[src/rtl/argmax_select.sv]
// argmax_select: sequential argmax over N packed IEEE-754 single-precision lanes.
// One lane is examined per cycle; NaN lanes are flagged and never win; ties keep
// the lowest index. idx/nan_seen are registered at done and hold until the next done.
// Optional build macro ARGMAX_MAXVAL_EN adds the max_val output (raw bits of the winner).
//
// state | meaning
// ------+-----------------------------------------------------------
// IDLE  | waiting for start; y is latched on the accepting edge
// SCAN  | examining lane k, one per cycle, k = 0..N-1
// FIN   | publish idx/nan_seen(/max_val) and pulse done next cycle
module argmax_select #(
  parameter int S  = 32,
  parameter int N  = 2,
  parameter int IW = 1
) (
  input  logic           clk,
  input  logic           rst,
  input  logic [S*N-1:0] y,
  input  logic           start,
  output logic [IW-1:0]  idx,
  output logic           nan_seen,
  output logic           busy,
  output logic           done
`ifdef ARGMAX_MAXVAL_EN
  ,
  output logic [S-1:0]   max_val
`endif
);

  // Counter is one bit wider than the index so k never wraps at N = 2**IW.
  localparam int          KW        = IW + 1;
  localparam logic [KW-1:0] K_LAST  = KW'(N - 1);
  localparam logic [S-1:0]  SIGN_MSK = {1'b1, {(S-1){1'b0}}};
  localparam logic [S-1:0]  QNAN     = 32'h7FC0_0000;

  typedef enum logic [1:0] {
    ST_IDLE = 2'd0,
    ST_SCAN = 2'd1,
    ST_FIN  = 2'd2
  } state_t;

  state_t        state_q;
  state_t        state_nx;
  logic          accept;

  logic [S*N-1:0] vec_q;
  logic [KW-1:0]  k_q;
  logic [S-1:0]   best_key_q;
  logic [IW-1:0]  best_idx_q;
  logic           have_best_q;
  logic           nan_run_q;
`ifdef ARGMAX_MAXVAL_EN
  logic [S-1:0]   best_bits_q;
`endif

  logic [S-1:0]   lane_bits;
  logic [S-1:0]   lane_mag;
  logic [S-1:0]   lane_key;
  logic           lane_nan;
  logic           lane_take;

  // State register; reset wins over everything, including a scan in flight.
  always_ff @(posedge clk) begin
    if (rst) begin
      state_q <= ST_IDLE;
    end else begin
      state_q <= state_nx;
    end
  end

  // Next-state and busy decode.
  always_comb begin
    state_nx = state_q;
    accept   = 1'b0;
    busy     = 1'b0;
    case (state_q)
      ST_IDLE: begin
        if (start) begin
          accept   = 1'b1;
          state_nx = ST_SCAN;
        end
      end
      ST_SCAN: begin
        busy = 1'b1;
        if (k_q == K_LAST) begin
          state_nx = ST_FIN;
        end
      end
      ST_FIN: begin
        state_nx = ST_IDLE;
      end
      default: begin
        state_nx = ST_IDLE;
      end
    endcase
  end

  // Select lane k from the latched vector.
  always_comb begin
    lane_bits = '0;
    for (int i = 0; i < N; i++) begin
      if (k_q == KW'(i)) begin
        lane_bits = vec_q[S*i +: S];
      end
    end
  end

  // Total-order key: -0 folds onto +0, positives get the sign bit set,
  // negatives are inverted so larger magnitudes sort lower.
  always_comb begin
    lane_mag  = (lane_bits == SIGN_MSK) ? '0 : lane_bits;
    lane_key  = lane_mag[S-1] ? ~lane_mag : (lane_mag ^ SIGN_MSK);
    lane_nan  = (&lane_bits[30:23]) && (|lane_bits[22:0]);
    lane_take = !lane_nan && (!have_best_q || (lane_key > best_key_q));
  end

  // Scan datapath and registered result outputs.
  always_ff @(posedge clk) begin
    if (rst) begin
      vec_q       <= '0;
      k_q         <= '0;
      best_key_q  <= '0;
      best_idx_q  <= '0;
      have_best_q <= 1'b0;
      nan_run_q   <= 1'b0;
      idx         <= '0;
      nan_seen    <= 1'b0;
      done        <= 1'b0;
`ifdef ARGMAX_MAXVAL_EN
      best_bits_q <= '0;
      max_val     <= '0;
`endif
    end else begin
      done <= 1'b0;
      case (state_q)
        ST_IDLE: begin
          if (accept) begin
            vec_q       <= y;
            k_q         <= '0;
            best_key_q  <= '0;
            best_idx_q  <= '0;
            have_best_q <= 1'b0;
            nan_run_q   <= 1'b0;
          end
        end
        ST_SCAN: begin
          k_q <= k_q + KW'(1);
          if (lane_nan) begin
            nan_run_q <= 1'b1;
          end else if (lane_take) begin
            best_key_q  <= lane_key;
            best_idx_q  <= k_q[IW-1:0];
            have_best_q <= 1'b1;
`ifdef ARGMAX_MAXVAL_EN
            best_bits_q <= lane_bits;
`endif
          end
        end
        ST_FIN: begin
          done     <= 1'b1;
          idx      <= have_best_q ? best_idx_q : '0;
          nan_seen <= nan_run_q;
`ifdef ARGMAX_MAXVAL_EN
          max_val  <= have_best_q ? best_bits_q : QNAN;
`endif
        end
        default: begin
          done <= 1'b0;
        end
      endcase
    end
  end

endmodule

[config.mk]
export PLATFORM = sky130hd
export DESIGN_NAME = argmax_select
export DESIGN_NICKNAME = d
export VERILOG_FILES = /design/src/rtl/argmax_select.sv
export SDC_FILE = /design/constraint.sdc
export NUM_CORES = 1
export LEC_CHECK = 0
export CAP_MARGIN = 10
export CORE_MARGIN = 1
export CORE_UTILIZATION = 61
export CTS_CLUSTER_DIAMETER = 60
export CTS_CLUSTER_SIZE = 40
export DETAILED_ROUTE_END_ITERATION = 10
export PLACE_DENSITY_LB_ADDON = 0.05
export SETUP_SLACK_MARGIN = 0.1
export SYNTH_ARGS = -nofsm -noshare
export SYNTH_HDL_FRONTEND = slang
export SYNTH_SLANG_ARGS = --single-unit
[constraint.sdc]
create_clock -name clk -period 10 [get_ports clk]
set_input_delay 2 -clock clk [delete_from_list [all_inputs] [get_ports clk]]
set_output_delay 2 -clock clk [all_outputs]
set_load 0.02 [all_outputs]
==> results of run 1 <==
[metrics by stage]
stage / power [W] / hold slack, ps / cells / setup WS (ps) / util, %
final: 0.000983 / 461 / 995 / 4140 / 72.9
after global routing: 0.00104 / 484 / 995 / 3680 / 72.9
after CTS: 0.000987 / 460 / 995 / 4210 / 72.9
after detailed placement: 0.000736 / 446 / 979 / 4260 / 71.0
after global placement: 0.000727 / 443 / 979 / 4440 / 71.0
after floorplan: 0.000659 / 432 / 832 / 6210 / -
[how the worst max path moves through the flow]
stage | from | to
floorplan | k_q[0] | best_key_q[10]
global placement | k_q[1] | best_idx_q
detailed placement | k_q[1] | best_key_q[15]
CTS | k_q[1] | best_key_q[31]
global route | k_q[1] | best_idx_q
finish | k_q[1] | best_key_q[0]
[report_power, final]
part	internal (W)	total (W)	switching, W
Sequential	0.000444	0.000462	0.0000177
Combinational	0.000107	0.000268	0.000161
Clock	0.0000955	0.000253	0.000157
[layout make-up]
class,instances,area (sq um)
Clock inverter,7,60.1
Inverter,37,139
Sequential cell,106,2120
Fill cell,782,2520
Multi-Input combinational cell,631,3450
Clock buffer,9,124
Tap cell,129,161
Timing Repair Buffer,76,743
[state kept, by name (all words and copies together) (netlist names)]
register     count
nan_run_q        1
vec_q           64
have_best_q      1
idx              1
best_idx_q       1
done             1
k_q              2
state_q          2
best_key_q      32
nan_seen         1
[metal layers]
layer | vias up | global-route usage [%] | routed length, um | share of wire (%)
li1 | 2812 | - | - | -
met5 | - | 0 | 0 | 0
met4 | 0 | 8.03 | 167 | 1.2
met3 | 18 | 3.61 | 723 | 5.2
met2 | 186 | 48.2 | 6600 | 47
met1 | 2527 | 39.5 | 6410 | 46
[cells in the final DEF, fill, tap and decap left out, types with 3 or more instances in the layout]
cell,count
nand3_1,4
inv_1,37
clkdlybuf4s50_1,69
nor2_1,85
xor2_1,27
nand2b_1,6
nand4_1,7
nor4_1,14
a21oi_1,82
a31oi_1,3
nor3_1,6
xnor2_1,4
ha_1,32
nand2_1,229
o41ai_2,3
o21ai_1,3
o21ai_0,64
clkbuf_8,9
nor2b_1,3
dfxtp_1,106
o21ai_2,30
buf_4,7
[logic make-up (layout without fill, tap and decap cells)]
kind of cell	after synthesis	after routing
simple gates	364	364
compound gates	201	201
flops	106	106
buf+inv	95	129
fa+ha+maj	33	33
xor+xnor	31	31
mux	2	2
[worst reg2reg max path: cells and delay by family, from the launching register on]
kind | cells | cell delay, ps
fa+ha+maj | 2 | 530
flops | 1 | 340
buf+inv | 3 | 670
compound gates | 6 | 1320
simple gates | 6 | 2900
==> reports/metrics.yaml, run 1 <==
timing:
  skew_ps: 16.7
  tns_ps: 0
  finalMaxSlewViolations: 0
  final_hold_viol_count: 0
  fmaxAchievable_ghz: 0.171
  max_slew_margin_pct: 18.9
  finalSetupViolCount: 0
  tightest_slew_ps: 1220
  fin_crit_sh_pct: 58.6
  min_period_ps: 5860
  rsz0062_at_grt: "false"
synthesis:
  synth_xor_xnor_area_share_pct: 4.57
  ys.flop_type: "dfxtp_1"
  synthMuxAreaShare_pct: 0.337
  ys_seq_area_share_pct: 35.7
  synthTopCellsByArea: "dfxtp_1 36%, nand2_1 15%, ha_1 6.9%, a21oi_1 6.9%, o21ai_0 5.4%"
  ys_warn_count: 0
  synth.distinct_cells: 45
  syn_area_sq_mm: 0.00594
  yosysMostFrequentCell: "nand2_1"
  synth_area_leader_cell: "dfxtp_1"
  syn_area_per_cell_sq_um: 7.14
  syn_inst: 832
  yosys-top-cells-count: "230 x nand2_1, 106 x dfxtp_1, 85 x nor2_1"
  synth-seq-cells: 106
  synthDominantCellAreaShare_pct: 35.7
  synth_edf_count: 0
  syn_nets: 932
  synth-compound-area-share_pct: 20.8
  synth_top_family_by_area: "simple AND/OR/NAND/NOR gates"
  synthSimpleGateAreaFrac_pct: 25.1
  ys_async_sr_fraction_pct: 0
  synth_fa_ha_area_share_pct: 6.95
drt:
  first_pass_iters: 5
  viasPerCell: 5.57
  drc: 0
  drt_iter0_markers: 330
  drt-wirelength-per-cell_um: 14.0
  wl_um: 13900
  detail-route-antenna-nets: 0
  vias: 5543
critical_path:
  required_ps: 10270
  cpMostUsedCell: "buf_4"
  crit_chain: "inv_1 -> ha_2 -> buf_4 -> and3b_1 -> a21oi_4 -> buf_4 -> a211oi_1 -> and3_1 -> nor2_1 -> ha_1 -> nand4_1 -> nor4_1 -> o21ai_0 -> o2111ai_1 -> o2bb2a_4 -> or2_2 -> o41ai_2"
  crit_family: "simple AND/OR/NAND/NOR gates"
  crit_cells: 17
  ff2ff_setup_slack_ps: 4140
  setup.worst_path.class: "reg2reg"
  startpoint_type: "flip-flop"
  max_stage_delay_ps: 1000
  r2r_cells: 17
  cp_num_buf_inv: 3
  end_kind: "flip-flop"
  cp.arrival_ps: 6140
  worstReg2RegEnd: "best_key_q[0]"
  crit_fanout: 74
  cpMaxStageDelayCell: "and3_1"
  reg2reg_from: "k_q[1]"
pwr:
  irDropWorstVdd_mv: 0.0767
  p_leak_nw: 2.55
  p_per_area_mw_per_mm2: 145
cts:
  cts_made_buffers: 9
  clock_sinks: 106
  clk_latency_ps: 370
  cts_tree: "done"
  clkSlewWorstSetupHoldPaths_ps: 110
  clockBufferDepth: 2
  root_buffer: "clkbuf_8"
  cts_htree_levels: 3
  cts_resized: 0
  post_cts_buffers: 0
  ctsHoldBuffers: 0
global_route:
  track_usage_pct: 28.9
  grt_pass1_wl_um: 23600
  grt_max_degree: 111
  grt_pass1_vias: 5093
  gr-total-overflow: 0
  antenna_found_initial: 0
worst_hold_path:
  hold_class: "reg2reg"
  worstHoldEndpoint: "vec_q[31]"
  worst_hold_startpoint: "vec_q[31]"
  holdPathStages: 2
cells_and_area:
  antennaDiodeCount: 0
  drive_gt1_share_pct: 7.39
  fin_nets: 961
  design_area_sq_mm: 0.00680
  area_delta_synth_final_pct: 14.5
floorplan:
  row_count: 35
  fp.dieArea_sq_mm: 0.0101
  die_w_um: 101
  pin_count: 71
  core_sq_mm: 0.00933
  start_util_pct: 63.7
  die_y_um: 101
place:
  gp_congestion: 0.929
  hpwlAfterDp_um: 9910
  port-buffer-count: 70
  place_area_sq_mm: 0.00662
status:
  status: "complete, no violations"
run:
  drv_cap: 0
Note: power is estimated with default switching activity, not from simulation.
==> inputs of run 2 (changes only) <==
Settings changed: CORE_UTILIZATION 61 to 51.
Clock period 10 ns to 4.7 ns, I/O delays scaled along.
==> reports/metrics.yaml, run 2 (synthesis results as in run 1) <==
critical_path:
  cp.arrival_ps: 4600  # was 6140 ps
  ff2ff_setup_slack_ps: 390  # was 4140 ps
  reg2reg_from: "k_q[0]"  # was k_q[1]
  required_ps: 4990  # was 10270 ps
  crit_chain: "ha_2 -> nor4b_1 -> nand4_1 -> o32ai_2 -> and3_4 -> buf_4 -> nor2_1 -> ha_1 -> and4_1 -> o21ai_0 -> nand3_1 -> a31oi_1 -> o2111ai_1 -> o2bb2a_4 -> or2_2 -> buf_12 -> o21ai_2"  # was inv_1 -> ha_2 -> buf_4 -> and3b_1 -> a21oi_4 -> buf_4 -> a211oi_1 -> and3_1 -> nor2_1 -> ha_1 -> nand4_1 -> nor4_1 -> o21ai_0 -> o2111ai_1 -> o2bb2a_4 -> or2_2 -> o41ai_2
  setup.worst_path.class: "reg2reg"  # unchanged
  startpoint_type: "flip-flop"  # unchanged
  max_stage_delay_ps: 420  # was 1000 ps
  worstReg2RegEnd: "best_key_q[5]"  # was best_key_q[0]
  end_kind: "flip-flop"  # unchanged
  crit_fanout: 26  # was 74
  cpMaxStageDelayCell: "or2_2"  # was and3_1
  r2r_cells: 17  # unchanged
worst_hold_path:
  hold_class: "reg2reg"  # unchanged
  worst_hold_startpoint: "vec_q[3]"  # was vec_q[31]
  worstHoldEndpoint: "vec_q[3]"  # was vec_q[31]
  holdPathStages: 2  # unchanged
timing:
  fmaxAchievable_ghz: 0.232  # was 0.171 GHz
  finalMaxSlewViolations: 0  # unchanged
  tns_ps: 0  # unchanged
  min_period_ps: 4310  # was 5860 ps
  finalSetupViolCount: 0  # unchanged
  final_hold_viol_count: 0  # unchanged
  fin_crit_sh_pct: 91.8  # was 58.6%
  skew_ps: 7.39  # was 16.7 ps
  rsz0062_at_grt: "false"  # unchanged
  max_slew_margin_pct: 45.0  # was 18.9%
  tightest_slew_ps: 825  # was 1220 ps
place:
  placed_cells: 1001  # was 979
  port-buffer-count: 70  # unchanged
  gp_congestion: 0.887  # was 0.929
  hpwlAfterDp_um: 10600  # was 9910 um
floorplan:
  die_y_um: 110  # was 101 um
  start_util_pct: 52.3  # was 63.7%
  core_sq_mm: 0.0114  # was 0.00933 sq mm
  die_w_um: 110  # was 101 um
  row_count: 39  # was 35
  fp.dieArea_sq_mm: 0.0121  # was 0.0101 sq mm
  pin_count: 71  # unchanged
drt:
  drt-wirelength-per-cell_um: 14.3  # was 14.0 um
  first_pass_iters: 4  # was 5
  viasPerCell: 5.40  # was 5.57
  drc: 0  # unchanged
  wl_um: 14500  # was 13900 um
  drt_iter0_markers: 370  # was 330
  vias: 5494  # was 5543
  detail-route-antenna-nets: 0  # unchanged
cells_and_area:
  layout_commonest_cell: "nand2_1"  # unchanged
  final_cell_mix: "229 x nand2_1, 106 x dfxtp_1, 85 x nor2_1, 82 x a21oi_1, 69 x clkdlybuf4s50_1"  # unchanged
  reg.largest.list: "vec_q x64, best_key_q x32"  # unchanged
  filler_cell_count: 1063  # was 782
  fin_nets: 969  # was 961
  regMostFlops: "vec_q"  # unchanged
  area_delta_synth_final_pct: 18.5  # was 14.5%
  largest_register_ff_count: 64  # unchanged
  antennaDiodeCount: 0  # unchanged
  drive_gt1_share_pct: 8.35  # was 7.39%
  finalNonFillerCells: 1017  # was 995
cts:
  ctsHoldBuffers: 0  # unchanged
  cts_tree: "done"  # unchanged
  clockBufferDepth: 2  # unchanged
  clk_latency_ps: 360  # was 370 ps
  clkSlewWorstSetupHoldPaths_ps: 80  # was 110 ps
  root_buffer: "clkbuf_16"  # was clkbuf_8
  cts_made_buffers: 9  # unchanged
  cts_htree_levels: 3  # unchanged
  clock_sinks: 106  # unchanged
global_route:
  track_usage_pct: 25.3  # was 28.9%
  grt_max_degree: 79  # was 111
  grt_pass1_wl_um: 23900  # was 23600 um
  antenna_found_initial: 0  # unchanged
  gr-total-overflow: 0  # unchanged
  grt_pass1_vias: 5036  # was 5093
pwr:
  p_per_area_mw_per_mm2: 343  # was 145 mW/mm^2
  p_leak_nw: 2.66  # was 2.55 nW
  p_total_w: 0.00242  # was 0.000983 W
  irDropWorstVdd_mv: 0.181  # was 0.0767 mV
status:
  status: "complete, no violations"  # unchanged
run:
  drv_cap: 0  # unchanged
-- run 2: cell types whose count changed in the layout (fill, tap and decap cells not counted), sizes merged --
cell / change
buf: +8
clkinvlp: -2
bufinv: +2
-- run 2: critical path, delay by kind of cell, from the launching register on --
kind	cells	cell delay, ps
buffers and inverters	2	440
adders and majority gates	2	680
DFF	1	380
and+or+nand+nor	7	1700
AOI/OAI and AO/OA	6	1010
-- run 2: cell type report --
type	instances	area, sq um	area share (%)
clock buffer	9	225	3.20
clock inverter	7	106	1.51
inverter	37	139	1.97
multi-input combinational	631	3460	49.1
sequential	106	2120	30.1
tap	143	179	2.54
timing repair buffer	84	816	11.6
-- run 2: worst max path at each step --
stage	endpoint	slack, ps	start
final	best_key_q[5]	390	k_q[0]
after global routing	best_key_q[6]	130	k_q[0]
after CTS	best_key_q[5]	120	k_q[0]
after detailed placement	best_key_q[5]	140	k_q[0]
after global placement	best_key_q[9]	290	k_q[0]
after floorplan	best_key_q[10]	910	k_q[0]
-- run 2: repair_timing --
item                                    4_1_cts  5_1_grt
endpoints found under the setup margin        0       33
buffers inserted                              0        0
gates resized for setup                       0        2
endpoints found under the hold margin         0        0
-- run 2: per-stage QoR --
step	worst slack, ps	cell area (sq um)	utilization [%]	hold WS, ps
final	386	7050	62.0	477
after global placement	285	6710	59.0	455
after floorplan	910	5940	-	432
after detailed placement	137	6710	59.0	464
after global routing	126	7050	62.0	489
after CTS	118	7040	61.9	474
-- run 2: where the power goes --
group / internal (W) / total, W / switching [W]
Clock: 0.000478 / 0.000853 / 0.000374
Combinational: 0.000237 / 0.000584 / 0.000347
Sequential: 0.000945 / 0.000982 / 0.0000373
Total: 0.00166 / 0.00242 / 0.000759
-- run 2: metal layers --
layer / vias to the layer above / routed length (um) / GRT usage, %
met5: - / 0 / 0
met3: 21 / 520 / 2.96
met2: 118 / 6400 / 39.7
met1: 2523 / 7350 / 35.7
li1: 2832 / - / -
met4: 0 / 269 / 8.86
==> inputs of run 3 (changes only) <==
Settings changed: CORE_UTILIZATION 51 to 35.
==> reports/metrics.yaml, run 3 (synthesis results as in run 1) <==
drt:
  met1_length_um: 8220  # was 7350 um
  viasPerCell: 4.99  # was 5.40
  top_layer_used: "met4"  # unchanged
  wl_met3_um: 497  # was 520 um
  detail-route-antenna-nets: 0  # unchanged
  drt_iter0_markers: 326  # was 370
  first_pass_iters: 5  # was 4
  wl_um: 15900  # was 14500 um
  drc: 0  # unchanged
  vias: 5452  # was 5494
  drt-wirelength-per-cell_um: 14.6  # was 14.3 um
  dr_wl_met2_um: 6910  # was 6400 um
global_route:
  grt_pass1_vias: 5042  # was 5036
  grt_max_degree: 66  # was 79
  grt_pass1_wl_um: 26300  # was 23900 um
  gr-total-overflow: 0  # unchanged
  track_usage_pct: 18.8  # was 25.3%
  antenna_found_initial: 0  # unchanged
pwr:
  pwr-share-seq_pct: 42.3  # was 40.6%
  internal_power_w: 0.00155  # was 0.00166 W
  irDropWorstVdd_mv: 0.182  # was 0.181 mV
  switching_share_pct: 33.3  # was 31.4%
  power_frac_clock_pct: 32.4  # was 35.3%
  p_leak_nw: 2.64  # was 2.66 nW
  p_per_area_mw_per_mm2: 328  # was 343 mW/mm^2
  combPwrFrac_pct: 25.3  # was 24.1%
  p_sw_w: 0.000775  # was 0.000759 W
cts:
  clkSlewWorstSetupHoldPaths_ps: 80  # about the same
  cts_made_buffers: 9  # unchanged
  clk_latency_ps: 360  # about the same
  cts_tree: "done"  # unchanged
  ctsHoldBuffers: 0  # unchanged
  clockBufferDepth: 2  # unchanged
  root_buffer: "clkbuf_16"  # unchanged
  cts_htree_levels: 3  # unchanged
  clock_sinks: 106  # unchanged
floorplan:
  die_w_um: 132  # was 110 um
  start_util_pct: 35.8  # was 52.3%
  row_count: 47  # was 39
  die_y_um: 132  # was 110 um
  pin_count: 71  # unchanged
  fp.dieArea_sq_mm: 0.0175  # was 0.0121 sq mm
  core_sq_mm: 0.0166  # was 0.0114 sq mm
timing:
  tns_ps: 0  # unchanged
  final_hold_viol_count: 0  # unchanged
  min_period_ps: 4260  # was 4310 ps
  fmaxAchievable_ghz: 0.235  # was 0.232 GHz
  rsz0062_at_grt: "false"  # unchanged
  finalSetupViolCount: 0  # unchanged
  max_slew_margin_pct: 58.2  # was 45.0%
  fin_crit_sh_pct: 90.6  # was 91.8%
  skew_ps: 8.16  # was 7.39 ps
  tightest_slew_ps: 626  # was 825 ps
  finalMaxSlewViolations: 0  # unchanged
cells_and_area:
  final_cell_mix: "229 x nand2_1, 106 x dfxtp_1, 85 x nor2_1, 82 x a21oi_1, 69 x clkdlybuf4s50_1"  # unchanged
  largest_register_ff_count: 64  # unchanged
  reg.largest.list: "vec_q x64, best_key_q x32"  # unchanged
  area_delta_synth_final_pct: 19.4  # was 18.5%
  final_util_pct: 42.8  # was 62.0%
  drive_gt1_share_pct: 8.25  # was 8.35%
  regMostFlops: "vec_q"  # unchanged
  fin_nets: 968  # was 969
  antennaDiodeCount: 0  # unchanged
  layout_commonest_cell: "nand2_1"  # unchanged
run:
  drv_cap: 0  # unchanged
critical_path:
  crit_fanout: 38  # was 26
  setup.worst_path.class: "reg2reg"  # unchanged
  end_kind: "flip-flop"  # unchanged
  cp.arrival_ps: 4550  # was 4600 ps
  startpoint_type: "flip-flop"  # unchanged
  required_ps: 4990  # about the same
place:
  hpwlAfterDp_um: 11600  # was 10600 um
  gp_congestion: 0.854  # was 0.887
  port-buffer-count: 70  # unchanged
status:
  status: "complete, no violations"  # unchanged
worst_hold_path:
  hold_class: "reg2reg"  # unchanged
## run 3: cell types whose count changed in the layout (fill, tap and decap cells not counted), sizes merged
| cell | change |
|---|---|
| buf | -1 |
| bufinv | -2 |
| clkinv | +2 |
| clkinvlp | +1 |
| inv | -1 |
## run 3: area by class of cell
| cell class | count | area (sq um) |
|---|---|---|
| well taps | 220 | 275 |
| flip-flops and latches | 106 | 2120 |
| clock buffers | 9 | 225 |
| inverters | 37 | 139 |
| multi-input cells | 631 | 3460 |
| repair buffers | 83 | 812 |
| fillers | 1741 | 9490 |
| clock inverters | 7 | 61.3 |
## run 3: worst paths after layout
kind | from | to | slack [ps] | depth (start not counted)
max | k_q[0] | best_key_q[14] | 440 | 16
min | vec_q[2] | vec_q[2] | 480 | 2
max reg2reg | k_q[0] | best_key_q[14] | 440 | 16
min reg2reg | vec_q[2] | vec_q[2] | 480 | 2
## run 3: power by group through the flow
stage | clock network (W) | logic (W) | registers [W]
floorplan | 0 | 0.000413 | 0.000989
global placement | 0 | 0.000584 | 0.00100
detailed placement | 0 | 0.000590 | 0.00101
CTS | 0.000769 | 0.000591 | 0.000984
global route | 0.000803 | 0.000666 | 0.000991
finish | 0.000752 | 0.000589 | 0.000984
## run 3: per-stage QoR
step	power, W	std cells	setup slack, ps	cell area, sq um	hold WS, ps
3_3_place_gp	0.00159	1077	455	6800	458
5_1_grt	0.00246	1093	127	7090	500
3_5_place_dp	0.00159	1077	315	6800	469
6_report	0.00232	1093	443	7090	476
4_1_cts	0.00234	1093	297	7080	482
2_1_floorplan	0.00140	832	910	5940	432
## run 3: worst max-delay path, stage by stage (launching register included)
cell	delay, ps
dfxtp_1	380
ha_2	290
buf_4	350
a21oi_4	110
a211oi_1	170
and3_1	230
buf_12	200
nor2_1	90
ha_1	320
nand4_1	190
nor4_2	350
o21ai_0	140
o2111ai_1	240
o2bb2a_4	180
or2_2	400
buf_4	310
o21ai_2	190
## run 3: metal layers
metal	vias up	GRT usage, %
met3	16	2.73
met2	93	28.2
li1	2827	-
met5	-	0
met1	2516	27.1
met4	0	6.83
## run 3: repair_timing
action | in CTS | in global routing
setup endpoints to repair | 0 | 26
setup buffers | 0 | 0
resized for setup | 0 | 2
